## config.mk

```make
export PLATFORM = sky130hd
export DESIGN_NAME = conway_step_ctrl
export DESIGN_NICKNAME = d
export VERILOG_FILES = /design/src/rtl/conway_step_ctrl.sv
export SDC_FILE = /design/constraint.sdc
export NUM_CORES = 1
export LEC_CHECK = 0
export CORE_MARGIN = 2
export CORE_UTILIZATION = 50
export DETAILED_ROUTE_END_ITERATION = 10
export GPL_TIMING_DRIVEN = 0
export PLACE_DENSITY = 0.82
export REMOVE_ABC_BUFFERS = 1
export SLEW_MARGIN = 40
export SYNTH_ARGS = -nofsm -noshare
export SYNTH_HDL_FRONTEND = slang
export SYNTH_SLANG_ARGS = --single-unit
```

## constraint.sdc

```tcl
create_clock -name Clk -period 3.7 [get_ports Clk]
set_input_delay 0.74 -clock Clk [delete_from_list [all_inputs] [get_ports Clk]]
set_output_delay 0.74 -clock Clk [all_outputs]
set_load 0.02 [all_outputs]
```

## src/rtl/conway_step_ctrl.sv

```systemverilog
// Generation scheduler for the Life cube: buttons -> run/pause/step/speed, step handshake
// with conway_sim, frame-aligned commit to cube_output. Optional macro: GEN_COUNT_EN.
module conway_step_ctrl #(
  parameter int TICK_DIV      = 100000,
  parameter int BASE_TICKS    = 16,
  parameter int DEFAULT_SPEED = 3,
  parameter int TIMEOUT_CYC   = 4096
) (
  input  logic        Clk,
  input  logic        Reset,
  input  logic        BtnRun,
  input  logic        BtnStep,
  input  logic        BtnFaster,
  input  logic        BtnSlower,
  input  logic        step_done,
  input  logic        frame_sync,
  output logic        step_start,
  output logic        commit,
  output logic        running,
  output logic [2:0]  speed,
  output logic        fault,
  output logic [15:0] gen_count,
  output logic [2:0]  state_dbg
);

  localparam int TW  = (TICK_DIV > 1) ? $clog2(TICK_DIV) : 1;
  localparam int TOW = (TIMEOUT_CYC > 1) ? $clog2(TIMEOUT_CYC) : 1;

  typedef enum logic [2:0] {
    S_PAUSED     = 3'd0,
    S_RUN_WAIT   = 3'd1,
    S_ISSUE      = 3'd2,
    S_WAIT_DONE  = 3'd3,
    S_WAIT_FRAME = 3'd4,
    S_COMMIT     = 3'd5
  } state_t;

  // Handshake: step_start and commit are single-cycle pulses with no ready; step_done and
  // frame_sync are single-cycle pulses that only count in the state waiting for them.
  state_t          state, state_n;
  logic [3:0]      btn_s1, btn_s2, btn_prev, btn_edge;
  logic            run_edge, step_edge, fast_edge, slow_edge;
  logic [TW-1:0]   pre_cnt;
  logic            tick;
  logic [16:0]     period_ticks, per_cnt, per_cnt_n, per_next;
  logic            per_done;
  logic [TOW-1:0]  to_cnt, to_cnt_n;
  logic            to_last;
  logic            running_n, fault_n;

  assign btn_edge  = btn_s2 & ~btn_prev;
  assign run_edge  = btn_edge[3];
  assign step_edge = btn_edge[2];
  assign fast_edge = btn_edge[1];
  assign slow_edge = btn_edge[0];

  always_ff @(posedge Clk or posedge Reset) begin
    if (Reset) begin
      btn_s1   <= '0;
      btn_s2   <= '0;
      btn_prev <= '0;
    end else begin
      btn_s1   <= {BtnRun, BtnStep, BtnFaster, BtnSlower};
      btn_s2   <= btn_s1;
      btn_prev <= btn_s2;
    end
  end

  assign tick = (pre_cnt == TW'(TICK_DIV - 1));

  always_ff @(posedge Clk or posedge Reset) begin
    if (Reset) pre_cnt <= '0;
    else       pre_cnt <= tick ? '0 : pre_cnt + 1'b1;
  end

  // >= rather than == so a speed-up that shrinks the period below the count fires at once.
  assign period_ticks = 17'(BASE_TICKS) << speed;
  assign per_next     = per_cnt + 17'd1;
  assign per_done     = (per_next >= period_ticks);
  assign to_last      = (to_cnt == TOW'(TIMEOUT_CYC - 1));

  always_comb begin
    state_n   = state;
    running_n = running;
    fault_n   = fault;
    per_cnt_n = per_cnt;
    to_cnt_n  = to_cnt;
    case (state)
      S_PAUSED: begin
        if (run_edge) begin
          state_n   = S_RUN_WAIT;
          running_n = 1'b1;
          fault_n   = 1'b0;
          per_cnt_n = '0;
        end else if (step_edge) begin
          state_n = S_ISSUE;
        end
      end
      S_RUN_WAIT: begin
        if (run_edge) begin
          state_n   = S_PAUSED;
          running_n = 1'b0;
        end else if (tick) begin
          if (per_done) state_n = S_ISSUE;
          else          per_cnt_n = per_next;
        end
      end
      S_ISSUE: begin
        if (run_edge) running_n = 1'b0;
        state_n  = S_WAIT_DONE;
        to_cnt_n = '0;
      end
      S_WAIT_DONE: begin
        if (run_edge) running_n = 1'b0;
        if (step_done) begin
          state_n = S_WAIT_FRAME;
        end else if (to_last) begin
          state_n   = S_PAUSED;
          fault_n   = 1'b1;
          running_n = 1'b0;
        end else begin
          to_cnt_n = to_cnt + 1'b1;
        end
      end
      S_WAIT_FRAME: begin
        if (run_edge) running_n = 1'b0;
        if (frame_sync) state_n = S_COMMIT;
      end
      S_COMMIT: begin
        if (run_edge) running_n = 1'b0;
        if (running_n) begin
          state_n   = S_RUN_WAIT;
          per_cnt_n = '0;
        end else begin
          state_n = S_PAUSED;
        end
      end
      default: state_n = S_PAUSED;
    endcase
  end

  always_ff @(posedge Clk or posedge Reset) begin
    if (Reset) begin
      state   <= S_PAUSED;
      running <= 1'b0;
      fault   <= 1'b0;
      per_cnt <= '0;
      to_cnt  <= '0;
    end else begin
      state   <= state_n;
      running <= running_n;
      fault   <= fault_n;
      per_cnt <= per_cnt_n;
      to_cnt  <= to_cnt_n;
    end
  end

  always_ff @(posedge Clk or posedge Reset) begin
    if (Reset) begin
      speed <= 3'(DEFAULT_SPEED);
    end else if (fast_edge && !slow_edge) begin
      if (speed != 3'd0) speed <= speed - 3'd1;
    end else if (slow_edge && !fast_edge) begin
      if (speed != 3'd7) speed <= speed + 3'd1;
    end
  end

  assign step_start = (state == S_ISSUE);
  assign commit     = (state == S_COMMIT);
  assign state_dbg  = state;

`ifdef GEN_COUNT_EN
  always_ff @(posedge Clk or posedge Reset) begin
    if (Reset)       gen_count <= 16'h0000;
    else if (commit) gen_count <= gen_count + 16'h0001;
  end
`else
  assign gen_count = 16'h0000;
`endif

endmodule
```

---- Word-level counts from Yosys, hierarchy flattened ----
Cells that the tools add are included.
operators by class
  $add $sub $neg .......................... 5
  multiply operators ...................... 0
  div/mod/pow operators ................... 0
  magnitude comparators ................... 1
  equal/unequal tests ..................... 22
  shift operators ......................... 1
  multiplexer cells ....................... 34
  bitwise operators ....................... 2
  reductions and logical operators ........ 19
operators by type and width
  kind                                                   count
  2-to-1 mux 17 bit                                      6
  one-hot mux 17 bit (3 select lines)                    1
  2-to-1 mux 3 bit                                       12
  adder 17 x 1 -> 17 bit, second input constant          2
  2-to-1 mux 12 bit                                      2
  one-hot mux 12 bit (2 select lines)                    1
  one-hot mux 3 bit (6 select lines)                     1
  == test 17 bit, second input constant                  1
  greater-or-equal comparator 17 bit                     1
  left shift 5 x 3 -> 17 bit, first input constant       1
  inequality test 2 bit, second input constant           8
  inequality test 3 bit, second input constant           5
  adder 12 x 1 -> 12 bit, second input constant          1
  == test 12 bit, second input constant                  1
  2-to-1 mux 1 bit                                       9
  nonzero test 2 bit                                     4
  == test 3 x 2 -> 1 bit, second input constant          2
  == test 3 bit, second input constant                   2
  AND reduction 3 bit                                    2
  AND reduction 6 bit                                    1
  nonzero test 3 bit                                     2
  AND reduction 5 bit                                    1
  AND 4 bit                                              1
  inequality test 2 x 1 -> 1 bit, second input constant  2
  other kinds (13)                                       15
storage, ports and cells
  bits in registers ....................... 66
  bits in latches ......................... 0
  RAM bits ................................ 0
  bits in read-only memories .............. 0
  input port bits ......................... 8
  output and inout port bits .............. 26
  logic and storage cells ................. 94
  memories ................................ 0

---- Longest topological paths before layout ----
Gate-level depths: netlist of the first run.
  depth in word-level cells ............... 6
  mapped depth ............................ 14
  mapped depth without buffers ............ 13

---- Worst setup path before layout of the first run ----
No wires, ideal clock.
  path kind ............................... reg-to-reg
  from .................................... register per_cnt[0]
  to ...................................... register state[1], in the netlist state_dbg[1]
  setup time .............................. 0.118 ns
  arrival ................................. 2.879 ns
  data required time ...................... 3.582 ns
  slack ................................... 0.702 ns
  stages on the path, launching flop included .. 12
  buffers on the path ..................... 0
  period minus slack after synthesis ...... 2.998 ns
  cells stage by stage .................... dfrtp_1 ha_1 nand3_1 or2_2 xnor2_1 ha_1 a21o_1 a211o_1 o221ai_4 nand4_2 a211o_1 a21o_1
between the ends
  longest elaborated chain between the ends .. 4
RTL lines
  item                                    line  text
  from (decl)                             45    logic [16:0] period_ticks, per_cnt, per_cnt_n, per_next;
  from (signal assigned)                  153   per_cnt <= per_cnt_n;
  adder 17 x 1 -> 17 bit                  78    assign per_next = per_cnt + 17'd1;
  greater-or-equal comparator 17 bit      79    assign per_done = (per_next >= period_ticks);
  inequality test 3 bit (no source line)  n/a
  AND reduction 5 bit (no source line)    n/a
  to (signal assigned)                    150   state <= state_n;
  to (decl)                               40    state_t state, state_n;
No other way between the ends.
A chain may end at the register's enable or synchronous reset.

---- Final worst setup path of the first run ----
  from .................................... register per_cnt[0]
  to ...................................... register per_cnt[13]
between the ends
  longest elaborated chain between the ends .. 5
  elaborated cells between the ends (all ways) .. 8
  classes of those cells .................. 1 x add/sub; 1 x order compare; 1 x eq/ne; 4 x mux; 1 x reduce/logical
RTL lines
  item                                                                                        line
  adder 17 x 1 -> 17 bit *                                                                    78
  parallel branches: the longest is 4 deep, another holds greater-or-equal comparator 17 bit  n/a
Every way passes the cells marked *. The select of a mux whose other input is x is not followed.

==> flow_metrics.tcl, run 1 <==
set metrics [dict create \
    ys_async_sr_fraction_pct 100 \
    gr-usage-all-layers_pct 19.5 \
    layout_setup_ws_ns 0.247 \
    worst_setup_path_end_kind "register" \
    fillers 640 \
    viasPerCell 5.72 \
    io_pins 34 \
    wl_per_cell_microns 14.4 \
    dieArea_sq_um 8260 \
    worst_pin_slew_ns 0.774 \
    synth_ff_type "dfrtp_1" \
    instances_no_fill 510 \
    grt_overflow 0 \
    cts_hold_buf 0 \
    crit_type "reg -> reg" \
    crit_arrival_ns 3.66 \
    maxSlewViolCount 0 \
    drc 0 \
    drt_iter0_drc 209 \
    fin_crit_ns 3.45 \
    postCtsSetupRepairBufs 0 \
    start_util_pct 51.8 \
    ir_worst_vdd_v 0.000415 \
    p_per_area_nw_per_um2 520 \
    antenna_found_initial 0 \
    fmax_mhz 290 \
    clockRootBuffer "clkbuf_8" \
    grt_pass1_wl_mm 12.9 \
    clock_sinks 66 \
    yosysUniqueCellTypes 58 \
    whs_ns 0.331 \
    synth_edf_count 0 \
    cts_buffers 9 \
    num_vias 2919 \
    drive_gt1_share_pct 8.27 \
    avgSynthCellArea_sq_um 9.65 \
    cts_tree "yes" \
    final-hold-violation-count 0 \
    dp.cells 494 \
    worstPathRequired_ns 3.91 \
    rows 31 \
    die_h_microns 90.9 \
    path_max_fanout 7 \
    drtAntennaViolNets 0 \
    area_growth_pct 10.3 \
    postCtsResizedCells 0 \
    tns_ns 0 \
    fin_crit_sh_pct 93.3 \
    max_slew_margin_pct 48.2 \
    synthCells 391 \
    total_power_mw 2.16 \
    syn_area_sq_um 3770 \
    outcome "completed" \
    pre_cts_ws_ns 0.189 \
    clockBufferDepth 2 \
    setup_viol 0 \
    gp_congestion 0.879 \
    grt_max_degree 36 \
    fin_nets 427 \
    htree_levels 3 \
    dpl.hpwl_mm 5.27 \
    yosysWarnings 0 \
    rsz0062_at_grt "false" \
    seq_area_frac_synth_pct 43.8 \
    clk_pin_slew_ns 0.09 \
    drv_cap 0 \
    clkLatencyLatePin_ns 0.35 \
    power_leakage_nw 1.85 \
    first_pass_iters 4 \
    hold_path.class "reg -> reg" \
    io_buffers 17 \
    fin_skew_ns 0.0209 \
    num_antenna_cells 0 \
    synth-seq-cells 66 \
    finalWirelength_mm 7.37 \
    die_x_microns 90.9 \
    grt_pass1_vias 2842 \
    coreArea_sq_um 7290 \
    critPathLaunchType "register" \
]
## worst max-delay path: stages (launching register included)
cell      delay, ns
dfrtp_1        0.46
ha_1           0.35
nand3_1        0.20
or2_2          0.37
xnor2_1        0.21
ha_1           0.28
a21o_1         0.18
a211o_1        0.32
o221ai_4       0.25
nand4_2        0.20
nor4_4         0.41
nor3b_1        0.09
## worst paths after layout
check | startpoint | endpoint | slack, ns | cells after the start
setup / recovery | per_cnt[0]$_DFFE_PP0P_ | per_cnt[13]$_DFFE_PP0P_ | 0.25 | 11
hold / removal | btn_s1[1]$_DFF_PP0_ | btn_s2[1]$_DFF_PP0_ | 0.33 | 0
setup reg to reg | per_cnt[0]$_DFFE_PP0P_ | per_cnt[13]$_DFFE_PP0P_ | 0.25 | 11
hold reg to reg | btn_s1[1]$_DFF_PP0_ | btn_s2[1]$_DFF_PP0_ | 0.33 | 0
max in group asynchronous | Reset | speed[0]$_DFFE_PP1P_ | 2.38 | 3
min in group asynchronous | Reset | pre_cnt[16]$_DFF_PP0_ | 0.75 | 2
## power by group
part | internal, mW | leakage, nW | total, mW | switching (mW)
Clock | 0.307 | 0.0958 | 0.590 | 0.284
Combinational | 0.274 | 0.892 | 0.688 | 0.414
Sequential | 0.780 | 0.861 | 0.885 | 0.105
## cells in the mapped netlist, drive strengths merged, types with 2 or more instances
cell type,count,area (sq um)
a21oi,14,70.1
nand2,29,109
dfrtp,64,1600
buf,21,149
dfstp,2,52.6
or2,2,12.5
clkbuf,9,33.8
and2,2,12.5
inv,18,67.6
o31ai,2,15.0
xor2,15,131
and3,4,25.0
xnor2,18,158
nand3,25,125
nor2b,3,18.8
a211o,3,26.3
nor3b,6,45.0
ha,12,150
nor2,35,131
and4,4,35.0
o221ai,10,105
nand4b,5,65.1
a21o,6,45.0
nor4,7,65.1
nand2b,2,12.5
a211oi,3,22.5
nand4,15,115
o211ai,4,30.0
o21ai,14,70.1
nor3,10,50.1
or3,10,62.6
## per-layer routing
metal,routed length [microns],GRT usage [%]
met5,0,0
met4,103,8.46
met3,345,4.17
met2,3610,31.3
met1,3300,25.4
## sequential cells by signal, summed over array words and instances, names as in the netlist, 3 cells and up
signal / flops
btn_s2: 4
btn_prev: 4
speed: 3
pre_cnt: 17
btn_s1: 4
to_cnt: 12
state_dbg: 3
per_cnt: 17
## area by class of cell
class	instances	area (sq um)	share of cell area (%)
Sequential cell	66	1650	39.7
Clock buffer	10	128	3.06
Inverter	18	70.1	1.68
Clock inverter	6	57.6	1.38
Timing Repair Buffer	19	198	4.75
Tap cell	99	124	2.97
Multi-Input combinational cell	292	1930	46.4
## per-stage QoR
step / area [sq um] / utilization [%]
after global placement: 3940 / 54.0
after floorplan: 3650 / -
after global routing: 4160 / 57.1
after detailed placement: 3980 / 54.5
after CTS: 4160 / 57.1
final: 4160 / 57.1
## kinds of logic (layout without fill, tap and decap cells)
logic type	after synthesis	count (layout)	synth area share, %
AOI/OAI and AO/OA	65	65	12.3
xor gates and xnor gates	33	33	7.66
adders and majority gates	13	13	4.51
buffers and inverters	48	53	6.63
DFF	66	66	43.8
muxes	2	2	0.564
other	1	16	0.0994
and+or+nand+nor	163	163	24.4
## placed cells by master, fill, tap and decap left out, types with 2 or more instances in the layout
cell type and instances:
inv_1 17, clkinv_2 4, nor3b_1 5, a211o_1 3, dfrtp_1 64, nand3_1 25, xor2_1 15, a21o_1 6
nand4_1 13, or3_1 10, a21oi_1 14, nand2_1 28, nand2b_1 2, clkdlybuf4s50_1 17, o31ai_1 2, nor2_1 35
and4_1 4, o221ai_1 9, or2_2 2, and2_1 2, nor4_1 5, o21ai_0 5, a211oi_1 3, nor3_1 10
xnor2_1 18, nand4b_1 3, conb_1 16, dfstp_2 2, clkbuf_8 9, o21ai_1 9, ha_1 12, and3_1 4
o211ai_1 4, nor2b_1 3
No activity file was read; power rests on OpenSTA's default activity.
==> run 2: changes to the inputs <==
Settings changed: ABC_CLOCK_PERIOD_IN_PS from default to 3800.
Clock period 3.7 ns to 3.8 ns, I/O delays scaled along.
==> results of run 2 <==
Same layout as run 1 (identical final DEF). Status: completed.
Among the figures that moved: setup slack after placement 0.189 ns -> 0.289 ns; setup slack after layout 0.247 ns -> 0.347 ns; register-to-register setup slack 0.25 ns -> 0.35 ns; total power 2.16 mW -> 2.11 mW; worst IR drop on VDD 0.000415 V -> 0.000404 V
